--- src/rtl/wb_port_arbiter_pkg.sv ---
// Shared definitions for the register-file write-port arbiter.
// Contents:
//   WORD_WIDTH / REG_IDX_W / NUM_REGS : datapath and register-index widths
//   arb_state_e : arbiter FSM state (IDLE / PEND / FORCE)
//   aux_entry_t : one queued auxiliary result {dest, value}
//   dest_onehot : register index -> one-hot register mask
package wb_port_arbiter_pkg;

  localparam int WORD_WIDTH = 32;
  localparam int REG_IDX_W  = 4;
  localparam int NUM_REGS   = 1 << REG_IDX_W;

  typedef enum logic [1:0] {
    ST_IDLE  = 2'd0,  // FIFO empty
    ST_PEND  = 2'd1,  // FIFO holds at least one entry
    ST_FORCE = 2'd2   // one-cycle starvation drain, pipeline frozen
  } arb_state_e;

  typedef struct packed {
    logic [REG_IDX_W-1:0]  dest;
    logic [WORD_WIDTH-1:0] value;
  } aux_entry_t;

  function automatic logic [NUM_REGS-1:0] dest_onehot(input logic [REG_IDX_W-1:0] idx);
    logic [NUM_REGS-1:0] oh;
    oh      = '0;
    oh[idx] = 1'b1;
    return oh;
  endfunction

endpackage

--- src/rtl/wb_port_arbiter_if.sv ---
// Bus bundle between the pipeline / auxiliary unit and the write-port arbiter.
// Signals:
//   wb_en_in, wb_dest_in, wb_value_in : pipeline writeback request
//   aux_valid, aux_dest, aux_value    : auxiliary result offer
//   aux_ready                         : arbiter can queue an auxiliary result
//   rf_we, rf_dest, rf_value          : register-file write port
//   pipe_freeze                       : pipeline must hold all stages this cycle
//   pend_mask                         : registers targeted by queued aux results
// Modports: slave = arbiter side, master = pipeline / aux-unit side.
//
// Handshake: an auxiliary result transfers on a rising clock edge where
// aux_valid and aux_ready are both 1. aux_ready depends only on registered
// arbiter state, never on aux_valid, so the producer may look at it before
// deciding to offer. While aux_valid=1 and aux_ready=0 the producer keeps
// aux_dest/aux_value stable until the transfer happens.
interface wb_port_arbiter_if;
  import wb_port_arbiter_pkg::*;

  logic                  wb_en_in;
  logic [REG_IDX_W-1:0]  wb_dest_in;
  logic [WORD_WIDTH-1:0] wb_value_in;
  logic                  aux_valid;
  logic [REG_IDX_W-1:0]  aux_dest;
  logic [WORD_WIDTH-1:0] aux_value;
  logic                  aux_ready;
  logic                  rf_we;
  logic [REG_IDX_W-1:0]  rf_dest;
  logic [WORD_WIDTH-1:0] rf_value;
  logic                  pipe_freeze;
  logic [NUM_REGS-1:0]   pend_mask;

  modport slave (
    input  wb_en_in, wb_dest_in, wb_value_in,
    input  aux_valid, aux_dest, aux_value,
    output aux_ready,
    output rf_we, rf_dest, rf_value,
    output pipe_freeze, pend_mask
  );

  modport master (
    output wb_en_in, wb_dest_in, wb_value_in,
    output aux_valid, aux_dest, aux_value,
    input  aux_ready,
    input  rf_we, rf_dest, rf_value,
    input  pipe_freeze, pend_mask
  );

endinterface

--- src/rtl/wb_aux_fifo.sv ---
// Synchronous FIFO holding auxiliary results waiting for a free write slot.
// Ports:
//   clk, rst      : clock, synchronous active-low reset (drops all entries)
//   push          : enqueue push_entry at this edge
//   push_entry    : {dest, value} to enqueue
//   pop           : dequeue the head at this edge
//   head          : current head entry (valid when count != 0)
//   count         : number of occupied entries (registered)
//   entry_valid   : per-slot occupancy, indexed by physical slot
//   entry_dest    : per-slot destination register, indexed by physical slot
// Push and pop in the same cycle are accepted at any fill level; a push into
// a full FIFO without a pop and a pop from an empty FIFO are ignored.
module wb_aux_fifo
  import wb_port_arbiter_pkg::*;
#(
  parameter  int DEPTH = 2,
  localparam int PTR_W = $clog2(DEPTH),
  localparam int CNT_W = PTR_W + 1
) (
  input  logic                               clk,
  input  logic                               rst,
  input  logic                               push,
  input  aux_entry_t                         push_entry,
  input  logic                               pop,
  output aux_entry_t                         head,
  output logic [CNT_W-1:0]                   count,
  output logic [DEPTH-1:0]                   entry_valid,
  output logic [DEPTH-1:0][REG_IDX_W-1:0]    entry_dest
);

  aux_entry_t       mem_q [DEPTH];
  aux_entry_t       mem_d [DEPTH];
  logic [PTR_W-1:0] wr_ptr_q, wr_ptr_d;
  logic [PTR_W-1:0] rd_ptr_q, rd_ptr_d;
  logic [CNT_W-1:0] count_q, count_d;
  logic             push_ok;
  logic             pop_ok;

  // When full, the write slot equals the read slot; a simultaneous pop reads
  // the old head combinationally before the edge overwrites it.
  assign push_ok = push && ((count_q != CNT_W'(DEPTH)) || pop);
  assign pop_ok  = pop && (count_q != '0);

  always_comb begin
    mem_d    = mem_q;
    wr_ptr_d = wr_ptr_q;
    rd_ptr_d = rd_ptr_q;
    count_d  = count_q;
    if (push_ok) begin
      mem_d[wr_ptr_q] = push_entry;
      wr_ptr_d        = wr_ptr_q + PTR_W'(1);
    end
    if (pop_ok) begin
      rd_ptr_d = rd_ptr_q + PTR_W'(1);
    end
    count_d = count_q + CNT_W'(push_ok) - CNT_W'(pop_ok);
  end

  always_ff @(posedge clk) begin
    if (!rst) begin
      wr_ptr_q <= '0;
      rd_ptr_q <= '0;
      count_q  <= '0;
    end else begin
      wr_ptr_q <= wr_ptr_d;
      rd_ptr_q <= rd_ptr_d;
      count_q  <= count_d;
    end
  end

  // Storage carries no reset: occupancy is tracked solely by count/pointers.
  always_ff @(posedge clk) begin
    mem_q <= mem_d;
  end

  // A physical slot is occupied when its distance from the read pointer,
  // modulo DEPTH, is below the occupancy count.
  always_comb begin
    logic [PTR_W-1:0] off;
    entry_valid = '0;
    entry_dest  = '0;
    off         = '0;
    for (int i = 0; i < DEPTH; i++) begin
      off            = PTR_W'(i) - rd_ptr_q;
      entry_valid[i] = (CNT_W'(off) < count_q);
      entry_dest[i]  = mem_q[i].dest;
    end
  end

  assign head  = mem_q[rd_ptr_q];
  assign count = count_q;

endmodule

--- src/rtl/wb_port_arbiter.sv ---
// Register-file write-port arbiter between the pipeline writeback and an
// auxiliary multi-cycle result source.
// Ports:
//   clk        : clock, rising edge
//   rst        : synchronous active-low reset
//   bus        : wb_port_arbiter_if.slave (writeback in, aux in/ready,
//                register-file write port, pipe_freeze, pend_mask)
//   dbg_state  : current arbiter FSM state
//   dbg_count  : current auxiliary FIFO occupancy
// Grant order each cycle: forced drain (FORCE state) > pipeline writeback >
// FIFO head. Aux results always pass through the FIFO, so they reach the
// register file no earlier than the cycle after they are accepted.
module wb_port_arbiter
  import wb_port_arbiter_pkg::*;
#(
  parameter  int DEPTH    = 2,
  parameter  int MAX_WAIT = 4,
  localparam int CNT_W    = $clog2(DEPTH) + 1,
  localparam int WAIT_W   = $clog2(MAX_WAIT + 1)
) (
  input  logic                    clk,
  input  logic                    rst,
  wb_port_arbiter_if.slave        bus,
  output arb_state_e              dbg_state,
  output logic [CNT_W-1:0]        dbg_count
);

  arb_state_e                     state_q, state_d;
  logic [WAIT_W-1:0]              wait_q, wait_d;

  logic                           aux_ready;
  logic                           push;
  logic                           pop;
  aux_entry_t                     push_entry;
  aux_entry_t                     head;
  logic [CNT_W-1:0]               count;
  logic [CNT_W-1:0]               count_next;
  logic                           fifo_empty;
  logic [DEPTH-1:0]               entry_valid;
  logic [DEPTH-1:0][REG_IDX_W-1:0] entry_dest;

  logic                           rf_we;
  logic [REG_IDX_W-1:0]           rf_dest;
  logic [WORD_WIDTH-1:0]          rf_value;
  logic                           pipe_freeze;
  logic [NUM_REGS-1:0]            pend_mask;

  // Readiness comes from registered occupancy only, and is held low in reset.
  assign aux_ready        = rst && (count != CNT_W'(DEPTH));
  assign push             = bus.aux_valid && aux_ready;
  assign push_entry.dest  = bus.aux_dest;
  assign push_entry.value = bus.aux_value;
  assign fifo_empty       = (count == '0);

  wb_aux_fifo #(
    .DEPTH (DEPTH)
  ) u_fifo (
    .clk         (clk),
    .rst         (rst),
    .push        (push),
    .push_entry  (push_entry),
    .pop         (pop),
    .head        (head),
    .count       (count),
    .entry_valid (entry_valid),
    .entry_dest  (entry_dest)
  );

  // Grant mux. In FORCE the WB inputs are ignored; pipe_freeze makes the
  // pipeline present the same writeback again next cycle, so nothing is lost.
  always_comb begin
    rf_we       = 1'b0;
    rf_dest     = '0;
    rf_value    = '0;
    pop         = 1'b0;
    pipe_freeze = 1'b0;
    if (rst) begin
      if (state_q == ST_FORCE && !fifo_empty) begin
        rf_we       = 1'b1;
        rf_dest     = head.dest;
        rf_value    = head.value;
        pop         = 1'b1;
        pipe_freeze = 1'b1;
      end else if (bus.wb_en_in) begin
        rf_we    = 1'b1;
        rf_dest  = bus.wb_dest_in;
        rf_value = bus.wb_value_in;
      end else if (!fifo_empty) begin
        rf_we    = 1'b1;
        rf_dest  = head.dest;
        rf_value = head.value;
        pop      = 1'b1;
      end
    end
  end

  // Next-state, starvation counter. wait_q counts consecutive cycles the
  // current head has sat unserved; it restarts whenever any entry drains.
  always_comb begin
    state_d    = state_q;
    wait_d     = wait_q;
    count_next = count + CNT_W'(push) - CNT_W'(pop);

    if (pop || fifo_empty) begin
      wait_d = '0;
    end else if (wait_q != WAIT_W'(MAX_WAIT)) begin
      wait_d = wait_q + WAIT_W'(1);
    end

    case (state_q)
      ST_IDLE: begin
        if (push) state_d = ST_PEND;
      end
      ST_PEND: begin
        if (count_next == '0) begin
          state_d = ST_IDLE;
        end else if (wait_q == WAIT_W'(MAX_WAIT - 1) && !pop) begin
          state_d = ST_FORCE;
        end
      end
      ST_FORCE: begin
        state_d = (count_next == '0) ? ST_IDLE : ST_PEND;
      end
      default: state_d = ST_IDLE;
    endcase
  end

  always_ff @(posedge clk) begin
    if (!rst) begin
      state_q <= ST_IDLE;
      wait_q  <= '0;
    end else begin
      state_q <= state_d;
      wait_q  <= wait_d;
    end
  end

  // Registered FIFO view only: a popped entry's bit drops the cycle after.
  always_comb begin
    pend_mask = '0;
    if (rst) begin
      for (int i = 0; i < DEPTH; i++) begin
        if (entry_valid[i]) pend_mask = pend_mask | dest_onehot(entry_dest[i]);
      end
    end
  end

  assign bus.aux_ready   = aux_ready;
  assign bus.rf_we       = rf_we;
  assign bus.rf_dest     = rf_dest;
  assign bus.rf_value    = rf_value;
  assign bus.pipe_freeze = pipe_freeze;
  assign bus.pend_mask   = pend_mask;
  assign dbg_state       = state_q;
  assign dbg_count       = count;

endmodule
--- src/flat_wrapper.sv ---
// flat-port wrapper written by rule: the top's interface ports become plain ports
module wb_port_arbiter_flat import wb_port_arbiter_pkg::*;
#(
  parameter  int DEPTH    = 2,
  parameter  int MAX_WAIT = 4,
  localparam int CNT_W    = $clog2(DEPTH) + 1,
  localparam int WAIT_W   = $clog2(MAX_WAIT + 1)
)
  (clk, rst, dbg_state, dbg_count, bus_wb_en_in, bus_wb_dest_in, bus_wb_value_in, bus_aux_valid, bus_aux_dest, bus_aux_value, bus_aux_ready, bus_rf_we, bus_rf_dest, bus_rf_value, bus_pipe_freeze, bus_pend_mask);
  wb_port_arbiter_if bus_i ();
  input  logic clk;
  input  logic rst;
  output arb_state_e dbg_state;
  output logic [CNT_W-1:0] dbg_count;
  input wire logic [$bits(bus_i.wb_en_in)-1:0] bus_wb_en_in;
  input wire logic [$bits(bus_i.wb_dest_in)-1:0] bus_wb_dest_in;
  input wire logic [$bits(bus_i.wb_value_in)-1:0] bus_wb_value_in;
  input wire logic [$bits(bus_i.aux_valid)-1:0] bus_aux_valid;
  input wire logic [$bits(bus_i.aux_dest)-1:0] bus_aux_dest;
  input wire logic [$bits(bus_i.aux_value)-1:0] bus_aux_value;
  output wire logic [$bits(bus_i.aux_ready)-1:0] bus_aux_ready;
  output wire logic [$bits(bus_i.rf_we)-1:0] bus_rf_we;
  output wire logic [$bits(bus_i.rf_dest)-1:0] bus_rf_dest;
  output wire logic [$bits(bus_i.rf_value)-1:0] bus_rf_value;
  output wire logic [$bits(bus_i.pipe_freeze)-1:0] bus_pipe_freeze;
  output wire logic [$bits(bus_i.pend_mask)-1:0] bus_pend_mask;
  assign bus_i.wb_en_in = bus_wb_en_in;
  assign bus_i.wb_dest_in = bus_wb_dest_in;
  assign bus_i.wb_value_in = bus_wb_value_in;
  assign bus_i.aux_valid = bus_aux_valid;
  assign bus_i.aux_dest = bus_aux_dest;
  assign bus_i.aux_value = bus_aux_value;
  assign bus_aux_ready = bus_i.aux_ready;
  assign bus_rf_we = bus_i.rf_we;
  assign bus_rf_dest = bus_i.rf_dest;
  assign bus_rf_value = bus_i.rf_value;
  assign bus_pipe_freeze = bus_i.pipe_freeze;
  assign bus_pend_mask = bus_i.pend_mask;
  wb_port_arbiter #(.DEPTH(DEPTH), .MAX_WAIT(MAX_WAIT)) u_core (.clk(clk), .rst(rst), .bus(bus_i), .dbg_state(dbg_state), .dbg_count(dbg_count));
endmodule
--- config.mk ---
export PLATFORM = sky130hd
export DESIGN_NAME = wb_port_arbiter_flat
export DESIGN_NICKNAME = d
export VERILOG_FILES = /design/src/rtl/wb_port_arbiter_pkg.sv /design/src/rtl/wb_port_arbiter_if.sv /design/src/rtl/wb_aux_fifo.sv /design/src/rtl/wb_port_arbiter.sv /design/src/flat_wrapper.sv
export SDC_FILE = /design/constraint.sdc
export NUM_CORES = 1
export LEC_CHECK = 0
export ABC_AREA = 1
export CAP_MARGIN = 20
export CORE_MARGIN = 3
export CORE_UTILIZATION = 30
export DETAILED_ROUTE_END_ITERATION = 7
export MAX_ROUTING_LAYER = met4
export SLEW_MARGIN = 15
export SYNTH_ARGS = -nofsm -noshare
export SYNTH_HDL_FRONTEND = slang
export SYNTH_SLANG_ARGS = --single-unit
--- constraint.sdc ---
create_clock -name clk -period 2.8 [get_ports clk]
set_input_delay 0.28 -clock clk [delete_from_list [all_inputs] [get_ports clk]]
set_output_delay 0.28 -clock clk [all_outputs]
set_load 0.005 [all_outputs]
==> results.yml <==
logic_synthesis:
  postSynthAreaPerCell_um2: 10.4
  ys_warn_count: 0
  synthCells: 406
  syn_nets: 489
  seq_area_frac_synth_pct: 55.6
  synth_top_cell_area_share_pct: 51.3
  synthDistinctLibCells: 21
  ys_seq_elements: 81
  yosysTopAreaCell: "edfxtp_1"
  netlist_area_um2: 4210
  synthTopCellsByArea: "edfxtp_1 51%, o32ai_2 12%, nor2_1 6.9%"
cts:
  cts_tree: "done"
  cts_buffers: 9
  clock_path_buffers: 2
  cts.clk_slew.worst_paths_ps: 50
  htree_levels: 3
  cts_setup_buffers: 0
  cts.sinks: 81
  root_buffer: "clkbuf_16"
  clock_latency_ps: 320
floorplanning:
  boundaryPins: 135
  die_y_um: 125
  dieArea_um2: 15500
  core-area_um2: 13500
  row_count: 42
  start_util_pct: 31.2
  die_w_um: 125
routing:
  drtAntennaViolNets: 0
  route.detailed.drc: 0
  viasPerCell: 4.86
  drt_first_iter_violations: 182
  wl_per_cell_um: 16.5
  first_pass_iters: 4
  wirelength_mm: 11.9
  vias: 3496
timing:
  tightestPinTransition_ps: 740
  fmax_mhz: 392
  fin_crit_ps: 2550
  setup_viol: 0
  drv_slew: 0
  hold_ws_ps: 492
  tns_ps: 0
  finalHoldViolCount: 0
  worst_clock_skew_ps: 4.46
  grt_setup_unrepaired: "no"
  slew_headroom_pct: 50.7
  period_share_pct: 91.2
outcome:
  outcome: "finished, final reports clean"
placed_design:
  io_buffers: 134
  gp_congestion: 0.916
  place_hpwl_mm: 8.11
grt:
  grt-ovfl-total: 0
  grt.met2_usage_pct: 25.2
  antenna_found_initial: 0
  met3_usage_pct: 3.13
  globalRouteMet1Util_pct: 20.3
  first_global_vias: 3685
  grt_pass1_wl_mm: 19.3
  grt-busiest-layer: "met2"
  grt_max_degree: 51
  grt.total_usage_pct: 15.8
cells_and_area:
  drive_gt1_share_pct: 12.3
  multiInputGateArea_um2: 1640
  area.sequential_um2: 2340
  area_growth_pct: 43.3
  layout_common_cells: "133 x clkdlybuf4s50_1, 76 x nor2_1, 72 x edfxtp_1"
  final_common_cell: "clkdlybuf4s50_1"
  antenna_cells: 0
  finish.utilization_pct: 44.7
  fillers: 1291
  nets: 622
power_and_ir_drop:
  p_int_mw: 2.36
  peakVddDrop_uv: 228
  switchingPower_mw: 0.755
  power_density_nw_per_um2: 516
  seqPwrFrac_pct: 45.1
  pwr-share-comb_pct: 19.8
  cellLeakagePower_nw: 2.13
  power.share.clock_pct: 35.1
  p_sw_share_pct: 24.2
critical_path:
  path_cells: "nor2_2 -> nor2_2 -> inv_4 -> buf_4 -> nand3_1 -> o32ai_2 -> clkdlybuf4s50_1"
  cpMostUsedCell: "nor2_2"
  slowest_delay_ps: 570
  start_kind: "flip-flop"
  worstPathArrival_ps: 2270
  crit_type: "reg -> out"
  worstPathRequired_ps: 2520
  cp_slowest_cell: "clkdlybuf4s50_1"
  cp-end-kind: "primary output"
  crit_path_max_fanout: 23
flow_run:
  drv_cap: 0
min_path:
  hold_path_class: "reg -> reg"
critical path, delay by kind of cell (launching register included):
family / cells / cell delay (ps)
AO/OA/AOI/OAI: 1 / 130
flip-flops: 1 / 390
buffers and inverters: 3 / 1030
AND/OR/NAND/NOR: 3 / 390
worst paths after layout:
| check | from | endpoint | slack [ps] | cells past startpoint |
|---|---|---|---|---|
| min | u_core.wait_q[1] | u_core.wait_q[1] | 490 | 2 |
| max | u_core.u_fifo.count[1] | bus_rf_value[31] | 250 | 7 |
| max reg2reg | u_core.dbg_state[0] | u_core.dbg_state[0] | 590 | 15 |
| min reg2reg | u_core.wait_q[1] | u_core.wait_q[1] | 490 | 2 |
layer usage:
layer | part of all wire (%) | vias to the layer above
li1 | - | 1718
met1 | 45 | 1649
met2 | 48 | 123
met3 | 6.0 | 6
met4 | 0.62 | 0
met5 | 0 | -
power by group through the flow:
stage	Sequential, mW	Combinational, mW	Clock [mW]
after floorplan	1.43	0.306	0
after global placement	1.43	0.613	0
after detailed placement	1.43	0.620	0
after CTS	1.41	0.624	1.14
after global routing	1.41	0.680	1.17
final	1.41	0.616	1.10
metrics by stage:
stage	power, mW	cell area (um^2)	cells	worst slack [ps]
final	3.12	6040	719	247
after global routing	3.26	6040	719	53.0
after CTS	3.17	6040	719	29.2
after detailed placement	2.05	5760	704	346
after global placement	2.04	5760	704	354
after floorplan	1.73	4210	406	61.6
cells in the mapped netlist (all sizes together):
master,instances
dfxtp,9
a21oi,26
edfxtp,72
inv,31
o32ai,32
nor2,81
clkbuf,10
o21ai,7
xor2,1
o22ai,4
nand3,58
buf,15
nand2,47
nor3,5
xnor2,1
ha,7
registers in the layout, summed over array words and instances, names as in the netlist:
name	count
u_core.u_fifo.mem_q	64
u_core.wait_q	3
u_core.dbg_state	2
u_core.u_fifo.count	2
u_core.u_fifo.wr_ptr_q	1
u_core.u_fifo.entry_dest	8
u_core.u_fifo.rd_ptr_q	1
area by class of cell:
cell class / count / share of cell area, %
clock inverters: 5 / 0.787
flip-flops and latches: 81 / 38.8
inverters: 31 / 1.97
multi-input cells: 269 / 27.1
repair buffers: 147 / 23.9
well taps: 176 / 3.65
clock buffers: 10 / 3.79
repair_timing:
| action | 4_1_cts | 5_1_grt |
|---|---|---|
| gates resized for setup | 0 | 2 |
| hold buffers | 0 | 0 |
| setup endpoints to repair | 0 | 10 |
logic make-up (layout without fill, tap and decap cells):
kind of cell | after synthesis | count (layout) | share of synthesized area, %
xor gates and xnor gates | 2 | 2 | 0.416
adders and majority gates | 7 | 7 | 2.08
AOI/OAI and AO/OA | 69 | 69 | 16.9
and+or+nand+nor | 191 | 191 | 19.1
buffers and inverters | 56 | 193 | 5.94
DFF | 81 | 81 | 55.6
(Power assumes the default switching activity.)
